**src/rtl/clock_pkg.sv**
```systemverilog
// Shared constants for the clock time-setting path: field limits, field
// bit offsets within the 24-bit time word, and the setter FSM encoding.
package clock_pkg;

    localparam int FIELD_W  = 8;
    localparam int TIME_W   = 24;

    localparam int SEC_LSB  = 0;
    localparam int MIN_LSB  = 8;
    localparam int HOUR_LSB = 16;

    localparam logic [FIELD_W-1:0] HOUR_MAX = 8'd23;
    localparam logic [FIELD_W-1:0] MIN_MAX  = 8'd59;
    localparam logic [FIELD_W-1:0] SEC_MAX  = 8'd59;

    typedef enum logic [1:0] {
        IDLE     = 2'd0,
        SET_HOUR = 2'd1,
        SET_MIN  = 2'd2,
        SET_SEC  = 2'd3
    } state_e;

    // One inc/dec step with wrap; values already beyond lim snap to 0 (up)
    // or to lim (down) so a bad captured value recovers in a single press.
    function automatic logic [FIELD_W-1:0] field_step(
        input logic [FIELD_W-1:0] val,
        input logic [FIELD_W-1:0] lim,
        input logic               up
    );
        logic [FIELD_W-1:0] res;
        if (up) begin
            res = (val >= lim) ? '0 : val + 1'b1;
        end else begin
            res = ((val == '0) || (val > lim)) ? lim : val - 1'b1;
        end
        return res;
    endfunction

endpackage

```
**src/rtl/btn_debounce.sv**
```systemverilog
// Button conditioning: 2-flop synchronizer, stable-sample debounce counter
// and a one-cycle press pulse on the accepted 0->1 edge.
module btn_debounce #(
    parameter int DEBOUNCE_CYCLES = 20000
) (
    input  logic clk,
    input  logic rst_n,
    input  logic btn,
    output logic press
);

    localparam int CW = $clog2(DEBOUNCE_CYCLES + 1);
    localparam logic [CW-1:0] LAST = CW'(DEBOUNCE_CYCLES - 1);

    logic [1:0]    sync_q;
    logic [CW-1:0] cnt_q;
    logic          level_q;
    logic          level_d1_q;
    logic          armed_q;

    // Until a debounced release has been seen the button is not armed, so a
    // button held through reset release cannot produce a press.
    always_ff @(posedge clk or negedge rst_n) begin
        if (!rst_n) begin
            sync_q     <= '0;
            cnt_q      <= '0;
            level_q    <= 1'b0;
            level_d1_q <= 1'b0;
            armed_q    <= 1'b0;
        end else begin
            sync_q     <= {sync_q[0], btn};
            level_d1_q <= level_q;
            if (!armed_q) begin
                level_q <= 1'b0;
                if (sync_q[1]) begin
                    cnt_q <= '0;
                end else if (cnt_q == LAST) begin
                    armed_q <= 1'b1;
                    cnt_q   <= '0;
                end else begin
                    cnt_q <= cnt_q + 1'b1;
                end
            end else if (sync_q[1] != level_q) begin
                if (cnt_q == LAST) begin
                    level_q <= sync_q[1];
                    cnt_q   <= '0;
                end else begin
                    cnt_q <= cnt_q + 1'b1;
                end
            end else begin
                cnt_q <= '0;
            end
        end
    end

    assign press = level_q & ~level_d1_q;

endmodule

```
**src/rtl/time_setter.sv**
```systemverilog
// Time-setting front end: mode/inc/dec buttons walk hour, minute and second
// edit states and hand the edited time back to the clock core with a load pulse.
module time_setter
    import clock_pkg::*;
#(
    parameter int DEBOUNCE_CYCLES = 20000
) (
    input  logic              clk,
    input  logic              rst_n,
    input  logic              btn_mode,
    input  logic              btn_inc,
    input  logic              btn_dec,
    input  logic [TIME_W-1:0] time_in,
    output logic [TIME_W-1:0] time_out,
    output logic              load,
    output logic              setting,
    output logic              second_flash,
    output logic              minute_flash,
    output logic              hour_flash,
    output state_e            state_dbg
);

    logic mode_ev, inc_ev, dec_ev;

    btn_debounce #(.DEBOUNCE_CYCLES(DEBOUNCE_CYCLES)) u_db_mode (
        .clk(clk), .rst_n(rst_n), .btn(btn_mode), .press(mode_ev)
    );
    btn_debounce #(.DEBOUNCE_CYCLES(DEBOUNCE_CYCLES)) u_db_inc (
        .clk(clk), .rst_n(rst_n), .btn(btn_inc), .press(inc_ev)
    );
    btn_debounce #(.DEBOUNCE_CYCLES(DEBOUNCE_CYCLES)) u_db_dec (
        .clk(clk), .rst_n(rst_n), .btn(btn_dec), .press(dec_ev)
    );

    state_e            state_q, next_state;
    logic [TIME_W-1:0] edit_q, edit_d;
    logic [TIME_W-1:0] time_out_d;
    logic              load_d;
    logic              step_en;

    always_ff @(posedge clk or negedge rst_n) begin
        if (!rst_n) begin
            state_q      <= IDLE;
            edit_q       <= '0;
            time_out     <= '0;
            load         <= 1'b0;
            setting      <= 1'b0;
            hour_flash   <= 1'b0;
            minute_flash <= 1'b0;
            second_flash <= 1'b0;
        end else begin
            state_q      <= next_state;
            edit_q       <= edit_d;
            time_out     <= time_out_d;
            load         <= load_d;
            setting      <= (next_state != IDLE);
            hour_flash   <= (next_state == SET_HOUR);
            minute_flash <= (next_state == SET_MIN);
            second_flash <= (next_state == SET_SEC);
        end
    end

    // Simultaneous inc and dec cancel; a mode event always takes priority.
    assign step_en = inc_ev ^ dec_ev;

    always_comb begin
        next_state = state_q;
        edit_d     = edit_q;
        load_d     = 1'b0;
        case (state_q)
            IDLE: begin
                if (mode_ev) begin
                    next_state = SET_HOUR;
                    edit_d     = time_in;
                end
            end
            SET_HOUR: begin
                if (mode_ev) begin
                    next_state = SET_MIN;
                end else if (step_en) begin
                    edit_d[HOUR_LSB +: FIELD_W] =
                        field_step(edit_q[HOUR_LSB +: FIELD_W], HOUR_MAX, inc_ev);
                end
            end
            SET_MIN: begin
                if (mode_ev) begin
                    next_state = SET_SEC;
                end else if (step_en) begin
                    edit_d[MIN_LSB +: FIELD_W] =
                        field_step(edit_q[MIN_LSB +: FIELD_W], MIN_MAX, inc_ev);
                end
            end
            SET_SEC: begin
                if (mode_ev) begin
                    next_state = IDLE;
                    load_d     = 1'b1;
                end else if (step_en) begin
                    edit_d[SEC_LSB +: FIELD_W] =
                        field_step(edit_q[SEC_LSB +: FIELD_W], SEC_MAX, inc_ev);
                end
            end
            default: next_state = IDLE;
        endcase
    end

    // The load cycle still shows the edited value; afterwards time_out tracks time_in.
    assign time_out_d = ((next_state == IDLE) && !load_d) ? time_in : edit_d;

    assign state_dbg = state_q;

endmodule

```
**config.mk**
```make
export PLATFORM = sky130hd
export DESIGN_NAME = time_setter
export DESIGN_NICKNAME = d
export VERILOG_FILES = /design/src/rtl/clock_pkg.sv /design/src/rtl/btn_debounce.sv /design/src/rtl/time_setter.sv
export SDC_FILE = /design/constraint.sdc
export NUM_CORES = 1
export LEC_CHECK = 0
export CAP_MARGIN = 5
export CORE_MARGIN = 2
export CORE_UTILIZATION = 45
export CTS_CLUSTER_SIZE = 28
export DETAILED_ROUTE_END_ITERATION = 8
export MAX_ROUTING_LAYER = met4
export PLACE_DENSITY = 0.7
export SYNTH_ARGS = -nofsm -noshare
export SYNTH_HDL_FRONTEND = slang
export SYNTH_HIERARCHICAL = 1
export SYNTH_SLANG_ARGS = --single-unit
```
**constraint.sdc**
```tcl
create_clock -name clk -period 2.2 [get_ports clk]
set_input_delay 0.66 -clock clk [delete_from_list [all_inputs] [get_ports clk]]
set_output_delay 0.66 -clock clk [all_outputs]
set_load 0.05 [all_outputs]
```
[Word level (Yosys, flattened, before mapping)]
Cells that the tools add are included.
Operators by class
  mux-type cells: 57
  $mul: 0
  reduce and logical (&&, ||, !) cells: 14
  order comparisons: 6
  divide/modulo/power cells: 0
  add/subtract/negate cells: 9
  bitwise gates (word level): 7
  shift-type cells: 0
  eq/ne operators: 18
Operators by type and width (number)
  15-bit 2-to-1 mux: 12
  8-bit 2-to-1 mux: 15
  24-bit 2-to-1 mux: 2
  8-bit case mux with 2 select lines: 3
  15-bit by 1-bit adder with 15-bit output, second input constant: 3
  15-bit == test, second input constant: 3
  8-bit by 1-bit adder with 8-bit output, second input constant: 3
  8-bit zero test: 3
  8-bit by 1-bit subtractor with 8-bit output, second input constant: 3
  1-bit 2-to-1 mux: 20
  8-bit by 6-bit >= comparator with 1-bit output, second input constant: 2
  8-bit by 6-bit greater-than comparator with 1-bit output, second input constant: 2
  2-bit inequality test, second input constant: 6
  2-bit == test, second input constant: 4
  8-bit by 5-bit >= comparator with 1-bit output, second input constant: 1
  8-bit by 5-bit greater-than comparator with 1-bit output, second input constant: 1
  2-bit 2-to-1 mux: 4
  2-bit case mux with 4 select lines: 1
  2-bit AND reduction: 3
  2-bit by 1-bit == test with 1-bit output, second input constant: 2
  2-bit zero test: 2
  1-bit bitwise AND: 3
  1-bit logical OR: 3
  1-bit inequality test: 3
  other kinds (5): 7
Word-level totals
  bits in latches: 0
  word-level logic and storage cells: 134
  bits of input ports: 29
  bits in read-only memories: 0
  register bits after elaboration: 115
  RAM bits: 0
  memories: 0
  output and inout bits: 31

[Logic depth before layout (Yosys ltp)]
Gate-level depths: netlist of the first run.
  depth in word-level cells: 8
  depth in mapped cells: 10
  gate-level depth less buffers: 8

[By module]
The synthesis of the first run kept the hierarchy.
By module, submodules not included
  time_setter: cells each 399, instances 1, area an instance 3649.8 µm²
  btn_debounce: cells each 85, instances 3, area an instance 925.9 µm²

[Worst setup path after synthesis of the first run]
Ideal clock, no wire load.
  kind: flip-flop to flip-flop
  from: register state_q[1], in the netlist state_dbg[1]
  to: register time_out[18]
  required time: 2075 ps
  slack: -326 ps
  setup time: 125 ps
  arrival time: 2401 ps
  cell stages (with the launch flop): 9
  path through: dfrtp_1 inv_1 ha_1 clkbuf_1 o21ba_1 o32ai_4 o2111ai_4 buf_4 mux2_2
On the way
  longest elaborated chain between the ends: 5
  elaborated cells on any way between the ends: 15
  those cells by class: 3 x eq/ne; 8 x mux; 4 x reduce/logical
Ends and longest elaborated chain
  from (decl): line time_setter.sv:35  | state_e state_q, next_state;
  from (signal assigned): line time_setter.sv:52  | state_q <= next_state;
  2-bit == test, or another cell as far along: line time_setter.sv:70  | case (state_q)
  2-bit case mux with 4 select lines / 1-bit 2-to-1 mux (equally long branches): line time_setter.sv:70
  2-bit zero test / 1-bit zero test (equally long branches): line time_setter.sv:107  | assign time_out_d = ((next_state == IDLE) && !load_d) ? time_in : edit_d;
  1-bit logical AND: line time_setter.sv:107
  24-bit 2-to-1 mux (*): line time_setter.sv:107
  named net time_out_d[18]: line time_setter.sv:37  | logic [TIME_W-1:0] time_out_d;
  to (signal assigned): line time_setter.sv:54  | time_out <= time_out_d;
  to (decl): line time_setter.sv:14  | output logic [TIME_W-1:0] time_out,
Mark *: on every way through the listed nets, which the timed path passes. The rest lies on a longest branch.
A chain may end at the register's enable or synchronous reset.

[Worst setup path in the final report of the first run]
  from: register u_db_inc.level_q
  to: register time_out[6]
On the way
  longest elaborated chain between the ends: 6
  elaborated cells on any way between the ends: 7
  those cells by class: 5 x mux; 2 x bitwise
Ends and longest elaborated chain
  from (decl): line btn_debounce.sv:17  | logic level_q;
  from (signal assigned): line btn_debounce.sv:45  | level_q <= sync_q[1];
  1-bit bitwise AND (*): line btn_debounce.sv:56  | assign press = level_q & ~level_d1_q;
  named net inc_ev: line time_setter.sv:23  | logic mode_ev, inc_ev, dec_ev;
  8-bit 2-to-1 mux / 1-bit XOR (equally long branches): line clock_pkg.sv:31, time_setter.sv:64
  8-bit 2-to-1 mux (*): line time_setter.sv:97  | end else if (step_en) begin
  8-bit 2-to-1 mux (*): line time_setter.sv:94  | if (mode_ev) begin
  8-bit case mux with 2 select lines (*): line time_setter.sv:70
  named net edit_d[6]: line time_setter.sv:36  | logic [TIME_W-1:0] edit_q, edit_d;
  24-bit 2-to-1 mux (*): line time_setter.sv:107
  named net time_out_d[6]: line time_setter.sv:37
Marked as above.

==> flow_summary.json, run 1 <==
{
  "status": "finished clean",
  "fin_nets": 787,
  "cp_top_family": "compound AO/OA/AOI/OAI gates",
  "cts_made_buffers": 17,
  "highest_layer": "met4",
  "grt_max_degree": 58,
  "yosys-top-cells-count": "115 x dfrtp_1, 73 x nor2_1, 51 x nand2_1, 32 x a21oi_1",
  "drc": 0,
  "r2r_cells": 8,
  "syn_area_mm2": 0.00643,
  "clk_pin_slew_ps": 50,
  "grt_setup_unrepaired": "yes",
  "reg2reg_slack_ps": 80,
  "clk_latency_ps": 420,
  "hp-class": "in -> async",
  "overflow": 0,
  "total_leakage_power_nw": 3.50,
  "first_global_vias": 5374,
  "synth_top_area_share_pct": 44.8,
  "finalMaxSlewViolations": 0,
  "ys_seq_area_share_pct": 44.8,
  "wl_met1_mm": 6.73,
  "start_util_pct": 46.1,
  "worst_slack_ps": 82.0,
  "cts_root_buf": "clkbuf_16",
  "ys_ff_latch": 115,
  "synth_cells": 654,
  "io_buffers": 59,
  "synth_edf_count": 0,
  "numClockSinks": 115,
  "vias_per_cell": 5.75,
  "hold_viol": 0,
  "met3_length_um": 793,
  "worstPathMaxFanout": 31,
  "tightest_slew_ps": 503,
  "die_w_um": 124,
  "ios": 60,
  "criticalPathCategory": "reg -> reg",
  "ant_nets": 0,
  "critical_path_required_ps": 2560,
  "hold_ws_ps": 145,
  "ys_async_sr_fraction_pct": 100,
  "antenna_cells": 0,
  "first_iter_violations": 465,
  "drv_cap": 0,
  "antenna_found_initial": 0,
  "worstPathArrival_ps": 2480,
  "maxSlewHeadroom_pct": 66.4,
  "cts_tree": "done",
  "die_h_um": 124,
  "synth.distinct_cells": 77,
  "p_per_area_mw_per_mm2": 675,
  "path_buf_inv": 1,
  "fmax_mhz": 472,
  "firstDrtPassIters": 5,
  "critPathSlowestCell": "dfrtp_1",
  "synth.area.top_cells": "dfrtp_1 45%, nor2_1 4.3%, xor2_1 3.7%, xnor2_1 3.1%, ha_1 3.1%",
  "syn2layout_area_growth_pct": 25.8,
  "min_period_ps": 2120,
  "finClkSkew_ps": 13.0,
  "fill_cells": 1155,
  "final_layout_size_suffix_gt1_share_pct": 18.4,
  "critPathLaunch": "u_db_inc/level_q",
  "cp-start-kind": "flip-flop",
  "synth_top_area_cell": "dfrtp_1",
  "critPathCaptureType": "flip-flop",
  "coreArea_mm2": 0.0139,
  "synth_most_common_cell": "dfrtp_1",
  "dieArea_mm2": 0.0153,
  "reg2reg_to": "time_out[6]",
  "clockBufferDepth": 2,
  "h-tree-depth": 4,
  "hpwl_mm": 10.8,
  "yosysWarningCount": 6,
  "power_mw": 5.46,
  "grt_usage_pct": 22.0,
  "drt-total-wl_mm": 15.3,
  "grt_first_pass_wirelength_mm": 25.5,
  "avgSynthCellArea_um2": 9.83,
  "via_count": 5378,
  "dp_slack_ps": 23.3,
  "period_share_pct": 96.3,
  "max_stage_delay_ps": 370,
  "syn_nets": 699,
  "hold_buffers": 0,
  "synth_ff_type": "dfrtp_1",
  "finalSetupViolCount": 0,
  "met2_length_mm": 7.40,
  "worstPathCellList": "nor2b_2 -> buf_12 -> xnor2_2 -> nor4_4 -> o211ai_1 -> o31a_1 -> a31oi_2 -> mux2_2",
  "timing.rr.start": "u_db_inc/level_q",
  "fp-row-count": 43,
  "peakVddDrop_v": 0.000469,
  "wl_per_cell_um": 16.4,
  "setup_tns_ps": 0,
  "gp_congestion": 0.898
}
## cells in the final DEF, fill, tap and decap left out, types with 5 or more instances in the layout
cell / count
dlygate4sd2_1: 24
and4_1: 8
xnor2_1: 22
nor2_1: 73
mux2_2: 10
a21o_1: 8
nor3_1: 10
o31ai_1: 6
xor2_1: 26
nand2_1: 50
nand3_1: 26
nor4_1: 9
clkbuf_16: 17
nor2b_1: 7
a22o_1: 11
nand4_1: 22
inv_1: 17
o21ai_0: 16
mux2i_1: 7
a31oi_1: 11
o21ai_1: 8
bufinv_16: 5
clkdlybuf4s50_1: 27
ha_1: 14
dfrtp_1: 111
buf_4: 46
a21oi_1: 32
## stage by stage
stage / std cells / util (%) / area, um2
after detailed placement: 901 / 53.2 / 7410
after floorplan: 654 / - / 6460
after global routing: 935 / 58.0 / 8080
after global placement: 901 / 53.2 / 7410
final: 935 / 58.0 / 8080
after CTS: 933 / 57.5 / 8020
## area by class of cell
| class | instances | area (um2) | share of cell area [%] |
|---|---|---|---|
| clock buffer | 22 | 454 | 5.62 |
| inverter | 22 | 82.6 | 1.02 |
| tap | 180 | 225 | 2.79 |
| multi-input combinational | 482 | 3310 | 41.0 |
| sequential | 115 | 2880 | 35.7 |
| clock inverter | 10 | 180 | 2.23 |
| timing repair buffer | 104 | 943 | 11.7 |
## layer usage
metal | vias up | GRT usage (%)
li1 | 2551 | -
met1 | 2620 | 26.9
met2 | 174 | 34.8
met3 | 33 | 5.86
met4 | 0 | 8.74
met5 | - | -
## state kept, by name, summed over array words and instances (netlist names), 2 cells and up
register and flops:
edit_q 24, time_out 24, u_db_dec/cnt_q 15, u_db_inc/cnt_q 15, u_db_mode/cnt_q 15, state_dbg 2
u_db_dec/sync_q 2, u_db_inc/sync_q 2, u_db_mode/sync_q 2
## where the power goes
part	total (mW)	switching (mW)	internal [mW]	leakage, nW
clock	2.98	0.954	2.03	0.304
sequential	2.18	0.0232	2.16	1.46
combinational	0.289	0.184	0.106	1.74
total	5.46	1.16	4.29	3.50
## cells by family after synthesis
| family | Yosys count | share of synthesized area, % |
|---|---|---|
| buffers and inverters | 57 | 4.52 |
| xor gates and xnor gates | 50 | 6.81 |
| muxes | 17 | 2.84 |
| DFF | 115 | 44.8 |
| and+or+nand+nor | 252 | 21.1 |
| AOI/OAI and AO/OA | 147 | 16.9 |
| adders and majority gates | 16 | 3.11 |
## worst max path at each step
| stage | end | cells past startpoint |
|---|---|---|
| global placement | time_out[20] | 9 |
| detailed placement | time_out[17] | 9 |
| finish | time_out[6] | 8 |
| floorplan | time_out[18] | 8 |
| global route | time_out[6] | 8 |
| CTS | time_out[5] | 1 |
## timing repair
action,CTS,global route
endpoints found under the hold margin,0,0
gates resized for setup,25,14
pin swaps,0,2
setup buffers,0,2
endpoints found under the setup margin,25,15
(Power assumes the default switching activity.)
==> inputs of run 2 (changes only) <==
--- a/config.mk
+++ b/config.mk
@@ -6,12 +6,12 @@
 export NUM_CORES = 1
 export LEC_CHECK = 0
 export CAP_MARGIN = 5
-export CORE_MARGIN = 2
+export CORE_MARGIN = 5
 export CORE_UTILIZATION = 45
 export CTS_CLUSTER_SIZE = 28
 export DETAILED_ROUTE_END_ITERATION = 8
 export MAX_ROUTING_LAYER = met4
-export PLACE_DENSITY = 0.7
+export PLACE_DENSITY = 0.67
 export SYNTH_ARGS = -nofsm -noshare
 export SYNTH_HDL_FRONTEND = slang
 export SYNTH_HIERARCHICAL = 1
==> constraint.sdc (replaced) <==
create_clock -name clk -period 2.7 [get_ports clk]
set_input_delay 0.81 -clock clk [delete_from_list [all_inputs] [get_ports clk]]
set_output_delay 0.81 -clock clk [all_outputs]
set_load 0.05 [all_outputs]
==> flow_summary.json, run 2 (same netlist as run 1, synthesis figures left out) <==
{
  "status": "finished clean",
  "grt_first_pass_wirelength_mm": 25.6,
  "cts_tree": "done",
  "fmax_mhz": 390,
  "worstPathCellList": "clkdlybuf4s50_1",
  "worstPathArrival_ps": 1760,
  "antenna_found_initial": 0,
  "io_buffers": 59,
  "drt-total-wl_mm": 15.4,
  "clk_latency_ps": 420,
  "total_leakage_power_nw": 3.26,
  "setup_tns_ps": 0,
  "antenna_cells": 0,
  "clockBufferDepth": 2,
  "die_w_um": 130,
  "ant_nets": 0,
  "critPathCaptureType": "primary output",
  "numClockSinks": 115,
  "gp_congestion": 0.897,
  "grt_usage_pct": 19.9,
  "finClkSkew_ps": 5.79,
  "layout_common_cells": "115 x dfrtp_1, 73 x nor2_1, 58 x clkdlybuf4s50_1, 51 x nand2_1, 32 x a21oi_1",
  "drc": 0,
  "final_layout_size_suffix_gt1_share_pct": 12.2,
  "via_count": 5249,
  "cts_resized": 0,
  "dp.cells": 867,
  "grt_max_degree": 45,
  "hpwl_mm": 10.5,
  "wl_per_cell_um": 17.1,
  "cp-start-kind": "flip-flop",
  "path_buf_inv": 1,
  "min_period_ps": 2570,
  "p_per_area_mw_per_mm2": 578,
  "hold_viol": 0,
  "first_iter_violations": 425,
  "finalMaxSlewViolations": 0,
  "drv_cap": 0,
  "vias_per_cell": 5.84,
  "peakVddDrop_v": 0.000569,
  "cp_top_family": "buffers and inverters",
  "maxSlewHeadroom_pct": 56.6,
  "h-tree-depth": 4,
  "largest_registers": "edit_q x24, time_out x24",
  "tightest_slew_ps": 648,
  "hold_buffers": 0,
  "fin_nets": 751,
  "criticalPathCategory": "reg -> out",
  "finalSetupViolCount": 0,
  "syn2layout_area_growth_pct": 21.3,
  "worstPathMaxFanout": 5,
  "start_util_pct": 46.1,
  "cts_root_buf": "clkbuf_16",
  "critPathSlowestCell": "clkdlybuf4s50_1",
  "firstDrtPassIters": 5,
  "layout_commonest_cell": "dfrtp_1",
  "ios": 60,
  "clk_pin_slew_ps": 50,
  "die_h_um": 130,
  "period_share_pct": 95.1,
  "fill_cells": 1170,
  "cts_made_buffers": 17,
  "final_cells": 899,
  "hp-class": "in -> async",
  "grt_setup_unrepaired": "no",
  "max_stage_delay_ps": 880,
  "fp-row-count": 43,
  "critical_path_required_ps": 1890,
  "coreArea_mm2": 0.0139,
  "overflow": 0,
  "first_global_vias": 5158,
  "cts_setup_buffers": 0,
  "power_mw": 4.51,
  "dieArea_mm2": 0.0168
}
-- run 2: power by group --
group / switching [mW] / total, mW / internal [mW]
logic: 0.153 / 0.250 / 0.0975
clock network: 0.786 / 2.48 / 1.69
registers: 0.0204 / 1.78 / 1.76
total: 0.960 / 4.51 / 3.55
-- run 2: final cells by class --
type / count / area, um2 / area share (%)
Sequential cell: 115 / 2880 / 36.9
Multi-Input combinational cell: 482 / 3270 / 42.0
Tap cell: 180 / 225 / 2.89
Timing Repair Buffer: 68 / 681 / 8.73
Inverter: 22 / 82.6 / 1.06
Clock inverter: 11 / 198 / 2.54
Clock buffer: 21 / 460 / 5.91
-- run 2: metrics by stage --
stage / setup WS [ps] / hold slack [ps] / utilization (%) / cell area, um2
floorplan: 174 / 331 / - / 6430
global placement: 247 / 334 / 51.2 / 7130
detailed placement: 113 / 336 / 51.2 / 7130
CTS: 92.5 / 348 / 55.9 / 7790
global route: 57.7 / 361 / 55.9 / 7790
finish: 133 / 347 / 55.9 / 7790
-- run 2: path summary, 6_finish.rpt --
| check | from | end | slack [ps] | cells after the start |
|---|---|---|---|---|
| worst max-delay path | state_dbg[0] | state_dbg[0] | 130 | 1 |
| worst min-delay path | rst_n | time_out[2] | 350 | 1 |
| worst max register to register | state_dbg[0] | time_out[6] | 270 | 7 |
| worst min register to register | u_db_dec/sync_q[0] | u_db_dec/sync_q[1] | 350 | 0 |
| max in group asynchronous | rst_n | u_db_dec/cnt_q[12] | 1760 | 2 |
| min in group clk | u_db_dec/sync_q[0] | u_db_dec/sync_q[1] | 350 | 0 |
-- run 2: routing by layer --
| layer | track usage, % | routed length, um | up-vias |
|---|---|---|---|
| li1 | - | - | 2485 |
| met1 | 24.9 | 6980 | 2583 |
| met2 | 31.0 | 7390 | 150 |
| met3 | 4.91 | 675 | 31 |
| met4 | 8.07 | 355 | 0 |
| met5 | - | 0 | - |
